File: src/rtl/avalon_arbiter.sv
// Two-master arbiter in front of a single Avalon-style slave: round-robin on ties,
// one transaction per grant, and a watchdog that force-completes a stalled transfer.
module avalon_arbiter #(
  parameter int TIMEOUT = 255
) (
  input  logic        Clock,
  input  logic        Reset,
  input  logic        M0_Read,
  input  logic        M0_Write,
  input  logic [15:0] M0_Addr,
  input  logic [15:0] M0_WrData,
  output logic [15:0] M0_RdData,
  output logic        M0_Waitreq,
  input  logic        M1_Read,
  input  logic        M1_Write,
  input  logic [15:0] M1_Addr,
  input  logic [15:0] M1_WrData,
  output logic [15:0] M1_RdData,
  output logic        M1_Waitreq,
  output logic        S_Read,
  output logic        S_Write,
  output logic [15:0] S_Addr,
  output logic [15:0] S_WrData,
  input  logic [15:0] S_RdData,
  input  logic        S_Waitreq,
  output logic [1:0]  Gnt,
  output logic        Timeout
);

  // State codes double as the one-hot grant vector.
  localparam logic [1:0] IDLE  = 2'b00;
  localparam logic [1:0] BUSY0 = 2'b01;
  localparam logic [1:0] BUSY1 = 2'b10;

  // The watchdog fires on the stalled cycle that would bring the count up to TIMEOUT.
  localparam logic [7:0] LastCnt = 8'(TIMEOUT - 1);
  localparam logic [15:0] ForcedRdData = 16'hDEAD;

  logic [1:0]  state;
  logic [1:0]  nextState;
  logic        lastGnt;
  logic [7:0]  wdCnt;
  logic        timeoutQ;

  logic        req0;
  logic        req1;
  logic        ownRead;
  logic        ownWrite;
  logic        ownReq;
  logic [15:0] ownAddr;
  logic [15:0] ownWrData;
  logic        forceDone;

  assign req0 = M0_Read | M0_Write;
  assign req1 = M1_Read | M1_Write;

  // NOTE: every always_comb output gets a default first so no path leaves it unassigned (no latch).
  always_comb begin
    ownRead   = 1'b0;
    ownWrite  = 1'b0;
    ownAddr   = '0;
    ownWrData = '0;
    case (state)
      BUSY0: begin
        ownRead   = M0_Read;
        ownWrite  = M0_Write;
        ownAddr   = M0_Addr;
        ownWrData = M0_WrData;
      end
      BUSY1: begin
        ownRead   = M1_Read;
        ownWrite  = M1_Write;
        ownAddr   = M1_Addr;
        ownWrData = M1_WrData;
      end
      default: ;
    endcase
  end

  assign ownReq    = ownRead | ownWrite;
  assign forceDone = (state != IDLE) & ownReq & S_Waitreq & (wdCnt == LastCnt);

  // Write wins over read; a forced completion pulls both slave strobes.
  assign S_Read   = ownRead & ~ownWrite & ~forceDone;
  assign S_Write  = ownWrite & ~forceDone;
  assign S_Addr   = ownAddr;
  assign S_WrData = ownWrData;

  assign M0_Waitreq = (state == BUSY0) ? (S_Waitreq & ~forceDone) : 1'b1;
  assign M1_Waitreq = (state == BUSY1) ? (S_Waitreq & ~forceDone) : 1'b1;
  assign M0_RdData  = (state == BUSY0 && forceDone) ? ForcedRdData : S_RdData;
  assign M1_RdData  = (state == BUSY1 && forceDone) ? ForcedRdData : S_RdData;

  assign Gnt     = state;
  assign Timeout = timeoutQ;

  always_comb begin
    nextState = state;
    case (state)
      IDLE: begin
        if (req0 && req1)  nextState = lastGnt ? BUSY0 : BUSY1;
        else if (req0)     nextState = BUSY0;
        else if (req1)     nextState = BUSY1;
      end
      BUSY0, BUSY1: begin
        // Completion, abort and forced completion all return to IDLE.
        if (!ownReq || !S_Waitreq || forceDone) nextState = IDLE;
      end
      default: nextState = IDLE;
    endcase
  end

  // NOTE: sequential state uses non-blocking assignments so every flop samples pre-edge values.
  always_ff @(posedge Clock) begin
    if (Reset) begin
      state    <= IDLE;
      lastGnt  <= 1'b1;
      wdCnt    <= '0;
      timeoutQ <= 1'b0;
    end else begin
      state <= nextState;
      if (state == IDLE && nextState != IDLE) lastGnt <= nextState[1];
      if (state == IDLE || nextState == IDLE) wdCnt <= '0;
      else if (S_Waitreq)                     wdCnt <= wdCnt + 8'd1;
      if (forceDone) timeoutQ <= 1'b1;
    end
  end

endmodule

File: config.mk
export PLATFORM = sky130hd
export DESIGN_NAME = avalon_arbiter
export DESIGN_NICKNAME = d
export VERILOG_FILES = /design/src/rtl/avalon_arbiter.sv
export SDC_FILE = /design/constraint.sdc
export NUM_CORES = 1
export LEC_CHECK = 0
export BUFFER_PORTS_ARGS = -buffer_cell sky130_fd_sc_hd__buf_2
export CORE_UTILIZATION = 38
export DETAILED_ROUTE_END_ITERATION = 12
export GPL_TIMING_DRIVEN = 0
export PLACE_DENSITY = 0.91
export SYNTH_ARGS = -nofsm -noshare
export SYNTH_HDL_FRONTEND = slang
export SYNTH_SLANG_ARGS = --single-unit
File: constraint.sdc
create_clock -name Clock -period 4.9 [get_ports Clock]
set_clock_uncertainty 0.15 [all_clocks]
set_input_delay 0.49 -clock Clock [delete_from_list [all_inputs] [get_ports Clock]]
set_output_delay 0.49 -clock Clock [all_outputs]
set_load 0.01 [all_outputs]
==> flow_summary.ini, run 1 <==
[detailed_routing]
drtAntennaViolNets = 0
totalWireLength_um = 5470
vias = 1999
wl_per_cell_um = 13.5
drt_first_pass_iters = 7
viasPerCell = 4.92
drtIter0Drc = 56
post-route-drc-count = 0

[sta]
fmax_mhz = 342
relSlewSlack_pct = 69.7
setup_tns_ns = 0
final.min_clock_period_ns = 2.93
hold_viol_final = 0
slew_violations = 0
worst_pin_slew_ns = 0.455
setup_viol = 0
fin_crit_sh_pct = 59.7
rsz0062_at_grt = no

[grt]
grt_pass1_vias = 1748
grt_pass1_wl_um = 8140
grt_max_degree = 11
antenna_found_initial = 0
gr-usage-all-layers_pct = 24.2
grt-ovfl-total = 0

[clock_tree]
clockBufferDepth = 2
insertion_delay_ns = 0.25
clkTransAtPathRegs_ns = 0.06
cts.repair.resized = 0
post_cts_buffers = 0
cts_hold_buf = 0
root_buffer = clkbuf_8
ctsHtreeMaxLevel = 1
tritoncts = built
cts_sinks = 12
cts_made_buffers = 3

[placement]
dp_hpwl_um = 4460
gp_congestion = 0.793
portBuffers = 157

[synthesis]
synth_area_per_cell_um2 = 7.67
ys_seq_area_share_pct = 15.9
synth_top_area_share_pct = 15.9
synth_area_leaders = dfxtp_1, a22oi_1, nor2b_1
synth_cell_type_count = 37
ys_ff_latch = 12
yosys_warnings = 0
netlist_area_um2 = 1510
syn-instance-count = 197
syn_nets = 290
yosysTopAreaCell = dfxtp_1

[power]
power_density_nw_per_um2 = 180
peakVddDrop_v = 0.000118
p_leak_nw = 1.20

[hold_path]
hold_path.class = in2reg
worstHoldStart = Reset

[floorplanning]
die-area_um2 = 4230
core_area_um2 = 3740
start_util_pct = 40.4
die_height_um = 65.1
ioPinCount = 158
rows = 22
die_x_um = 65.1

[layout]
nNetsFinal = 452
area_growth_pct = 59.6
diodes = 0
layout-drive-gt1-share_pct = 49.2
utilization_pct = 64.4

[worst_setup_path]
critPathCaptureType = primary output
regToRegStartpoint = Gnt[1]$_SDFF_PP0_
worstPathMaxFanout = 10
r2r_slack_ns = 2.73
endpoint = M1_RdData[8]
timing.rr.end = wdCnt[1]$_SDFFE_PP0P_
crit_arrival_ns = 2.29
crit_start = Gnt[1]$_SDFF_PP0_
cp.required_ns = 4.26
crit_path_start_kind = flip-flop
rr_worst_depth = 7
critical_path_class = reg2out

[run_status]
status = complete, no violations

[run]
max_cap_viol_count = 0
==> power breakdown <==
part	total, mW	internal [mW]	switching, mW	leakage (nW)
Combinational	0.216	0.106	0.110	1.08
Sequential	0.106	0.101	0.00451	0.0972
Clock	0.112	0.0712	0.0413	0.0288
Total	0.434	0.279	0.155	1.20
==> layer usage <==
layer	vias up	wire length, um	GRT usage, %
met4	0	70	6.25
li1	1016	-	-
met3	7	324	3.70
met5	-	0	0
met2	77	2840	44.3
met1	899	2230	29.1
==> worst max-delay path, stage by stage, from the launching register on <==
cell and delay (ns):
dfxtp_1 0.48, inv_1 0.14, ha_1 0.23, nand4b_1 0.26
nor2_4 0.27, nand4_4 0.19, buf_6 0.18, and2_1 0.15
buf_2 0.13
==> per-stage QoR <==
stage                     worst slack, ns  hold slack [ns]  area (um2)  total power [mW]  cells
after floorplan                      2.48            0.281        1510             0.236    197
after global placement               2.30            0.297        2360             0.318    402
after detailed placement             2.27            0.305        2360             0.323    402
after CTS                            1.97            0.300        2410             0.436    406
after global routing                 1.78            0.298        2410             0.462    406
final                                1.97            0.304        2410             0.434    406
==> synth_stat cells <==
master,number
nand2_1,9
o21a_4,1
o21ai_0,3
nor2b_1,33
nand3_1,1
clkbuf_1,9
or4_1,1
a22o_1,1
buf_6,4
inv_1,3
xnor2_1,4
nand4_2,1
a211oi_1,2
nand2_2,1
o21a_1,3
nor3_1,2
nand4b_1,1
o22a_1,1
nor2_1,13
nor2_4,1
xor2_1,3
a22oi_1,32
a21bo_2,1
buf_2,2
nand4_1,2
a21oi_1,3
o2111a_1,1
and2_1,10
o221a_2,1
dfxtp_1,12
and4bb_1,1
nand2b_1,23
a22o_4,1
o31ai_1,1
nand4_4,2
ha_1,6
a31oi_1,2
==> kinds of logic after synthesis <==
kind of cell    count (synthesis)  synth area share, %
simple gates                  101                 41.3
compound gates                 53                 27.2
buf+inv                        18                 6.62
flops                          12                 15.9
xor+xnor                        7                 4.06
fa+ha+maj                       6                 4.97
==> sequential cells by signal, indices dropped and copies added, names as in the netlist <==
name     flops
Gnt          2
Timeout      1
lastGnt      1
wdCnt        8
==> cell type report <==
cell class / count / area, um2
buffer: 15 / 88.8
clock buffer: 4 / 55.1
fill: 363 / 1330
inverter: 3 / 11.3
multi-input combinational: 167 / 1170
sequential: 12 / 240
tap: 48 / 60.1
timing repair buffer: 157 / 786
==> how the worst min path moves through the flow <==
stage | endpoint | slack [ns] | cells after the start
2_1_floorplan | lastGnt$_SDFFE_PP1P_ | 0.28 | 2
3_3_place_gp | lastGnt$_SDFFE_PP1P_ | 0.30 | 2
3_5_place_dp | lastGnt$_SDFFE_PP1P_ | 0.31 | 2
4_1_cts | Timeout$_SDFFE_PP0P_ | 0.30 | 2
5_1_grt | Timeout$_SDFFE_PP0P_ | 0.30 | 2
6_report | Timeout$_SDFFE_PP0P_ | 0.30 | 2
==> cells in the final DEF (no fill, tap or decap), types with 2 or more instances in the layout <==
| cell | count |
|---|---|
| nand4_1 | 2 |
| clkbuf_1 | 9 |
| nand4_4 | 2 |
| o21ai_0 | 3 |
| a21oi_1 | 3 |
| buf_2 | 159 |
| nor3_1 | 2 |
| clkbuf_8 | 4 |
| xor2_1 | 3 |
| inv_1 | 3 |
| nand2_1 | 9 |
| dfxtp_1 | 12 |
| a22oi_1 | 32 |
| o21a_1 | 3 |
| buf_6 | 4 |
| nor2_1 | 13 |
| nor2b_1 | 33 |
| a31oi_1 | 2 |
| nand2b_1 | 23 |
| and2_1 | 10 |
| ha_1 | 6 |
| a211oi_1 | 2 |
| xnor2_1 | 4 |
Note: power is estimated with default switching activity, not from simulation.
==> run 2: changes to the inputs <==
CORE_UTILIZATION = 36   (was 38)
PLACE_DENSITY = 0.87   (was 0.91)
clock period = 3 ns   (was 4.9 ns; I/O delays follow)
==> run 2 against run 1 <==
Sequential power is 63% higher. Global-route usage is 1.4 points lower. Sequential cell count stayed put. Worst setup slack worse by 1.7 ns.
==> flow_summary.ini, run 2 (synthesis results as in run 1) <==
[run_status]
status = complete, no violations

[hold_path]
worstHoldStart = Reset
min_path_cells = 2
hold_path.class = in2reg
hold_path_end = Timeout$_SDFFE_PP0P_

[clock_tree]
clkTransAtPathRegs_ns = 0.06
clockBufferDepth = 2
post_cts_buffers = 0
cts_sinks = 12
cts.repair.resized = 0
tritoncts = built
ctsHtreeMaxLevel = 1
root_buffer = clkbuf_8
cts_hold_buf = 0
cts_made_buffers = 3
insertion_delay_ns = 0.26

[sta]
final.min_clock_period_ns = 2.75
slew_violations = 0
rsz0062_at_grt = no
relSlewSlack_pct = 70.9
fmax_mhz = 364
worst_pin_slew_ns = 0.436
setup_tns_ns = 0
fin_crit_sh_pct = 91.6
setup_viol = 0
hold_viol_final = 0

[grt]
antenna_found_initial = 0
grt_max_degree = 11
grt_pass1_wl_um = 7870
grt-ovfl-total = 0
gr-usage-all-layers_pct = 22.8
grt_pass1_vias = 1730

[worst_setup_path]
cp_num_buf_inv = 3
timing.rr.end = wdCnt[1]$_SDFFE_PP0P_
critPathCaptureType = primary output
cp.depth = 8
worstPathCellList = inv_1 > ha_1 > nand4b_1 > nor2_4 > nand4_4 > buf_6 > and2_1 > buf_2
crit_path_start_kind = flip-flop
worstPathMaxFanout = 10
regToRegStartpoint = Gnt[1]$_SDFF_PP0_
r2r_slack_ns = 0.87
cp_slowest_cell = dfxtp_1
max_stage_delay_ns = 0.48
rr_worst_depth = 7
critical_path_class = reg2out
cp.required_ns = 2.55
crit_arrival_ns = 2.30
path_delay_family = simple AND/OR/NAND/NOR gates

[layout]
nNetsFinal = 452
largest_reg_flops = 8
layout_commonest_cell = buf_2
area_growth_pct = 59.8
diodes = 0
layout-drive-gt1-share_pct = 49.2
utilization_pct = 59.9
final_cell_mix = buf_2, nor2b_1, a22oi_1
regMostFlops = wdCnt

[power]
power_density_nw_per_um2 = 295
p_leak_nw = 1.20
peakVddDrop_v = 0.000262
fin_total_pwr_mw = 0.713

[floorplanning]
die_height_um = 66.8
ioPinCount = 158
die_x_um = 66.8
rows = 23
die-area_um2 = 4460
core_area_um2 = 4030
start_util_pct = 37.5

[placement]
gp_congestion = 0.849
dp_hpwl_um = 4290
portBuffers = 157

[detailed_routing]
totalWireLength_um = 5360
drtIter0Drc = 84
wl_per_cell_um = 13.1
drt_first_pass_iters = 4
post-route-drc-count = 0
drtAntennaViolNets = 0
vias = 1976
viasPerCell = 4.84

[run]
max_cap_viol_count = 0
[run 2: layer usage]
metal	global-route usage, %	vias to the layer above	wire [um]
li1	-	1021	-
met4	6.91	0	72
met1	26.7	884	2190
met2	41.8	66	2770
met5	0	-	0
met3	3.42	5	320
[run 2: report_power, final]
part	leakage, nW	internal (mW)	switching, mW
registers	0.0972	0.165	0.00759
clock network	0.0288	0.116	0.0698
logic	1.08	0.174	0.180
[run 2: through the flow]
stage	setup WS (ns)	hold WS, ns	std cells	instance area (um2)
floorplan	0.770	0.222	197	1510
global placement	0.592	0.294	404	2360
detailed placement	0.566	0.314	404	2360
CTS	0.250	0.110	408	2410
global route	0.102	0.141	408	2410
finish	0.252	0.118	408	2410
[run 2: how the worst max path moves through the flow]
stage / slack (ns) / to / from
after floorplan: 0.77 / M0_RdData[13] / Gnt[1]$_SDFF_PP0_
after global placement: 0.59 / M1_RdData[1] / Gnt[1]$_SDFF_PP0_
after detailed placement: 0.57 / M1_RdData[1] / Gnt[1]$_SDFF_PP0_
after CTS: 0.25 / M1_RdData[1] / Gnt[1]$_SDFF_PP0_
after global routing: 0.10 / M0_RdData[4] / Gnt[1]$_SDFF_PP0_
final: 0.25 / M0_RdData[1] / Gnt[1]$_SDFF_PP0_
[run 2: area by class of cell]
cell class	count	area (um2)
fill	383	1610
multi-input combinational	167	1170
sequential	12	240
timing repair buffer	157	786
inverter	3	11.3
clock buffer	4	55.1
tap	50	62.6
buffer	15	88.8
[run 2: worst register-to-register path, stage by stage (launching register included)]
cell,delay (ns)
dfxtp_1,0.48
inv_1,0.14
ha_1,0.29
buf_2,0.20
and4bb_1,0.22
o221a_2,0.22
nand2_2,0.13
a211oi_1,0.22
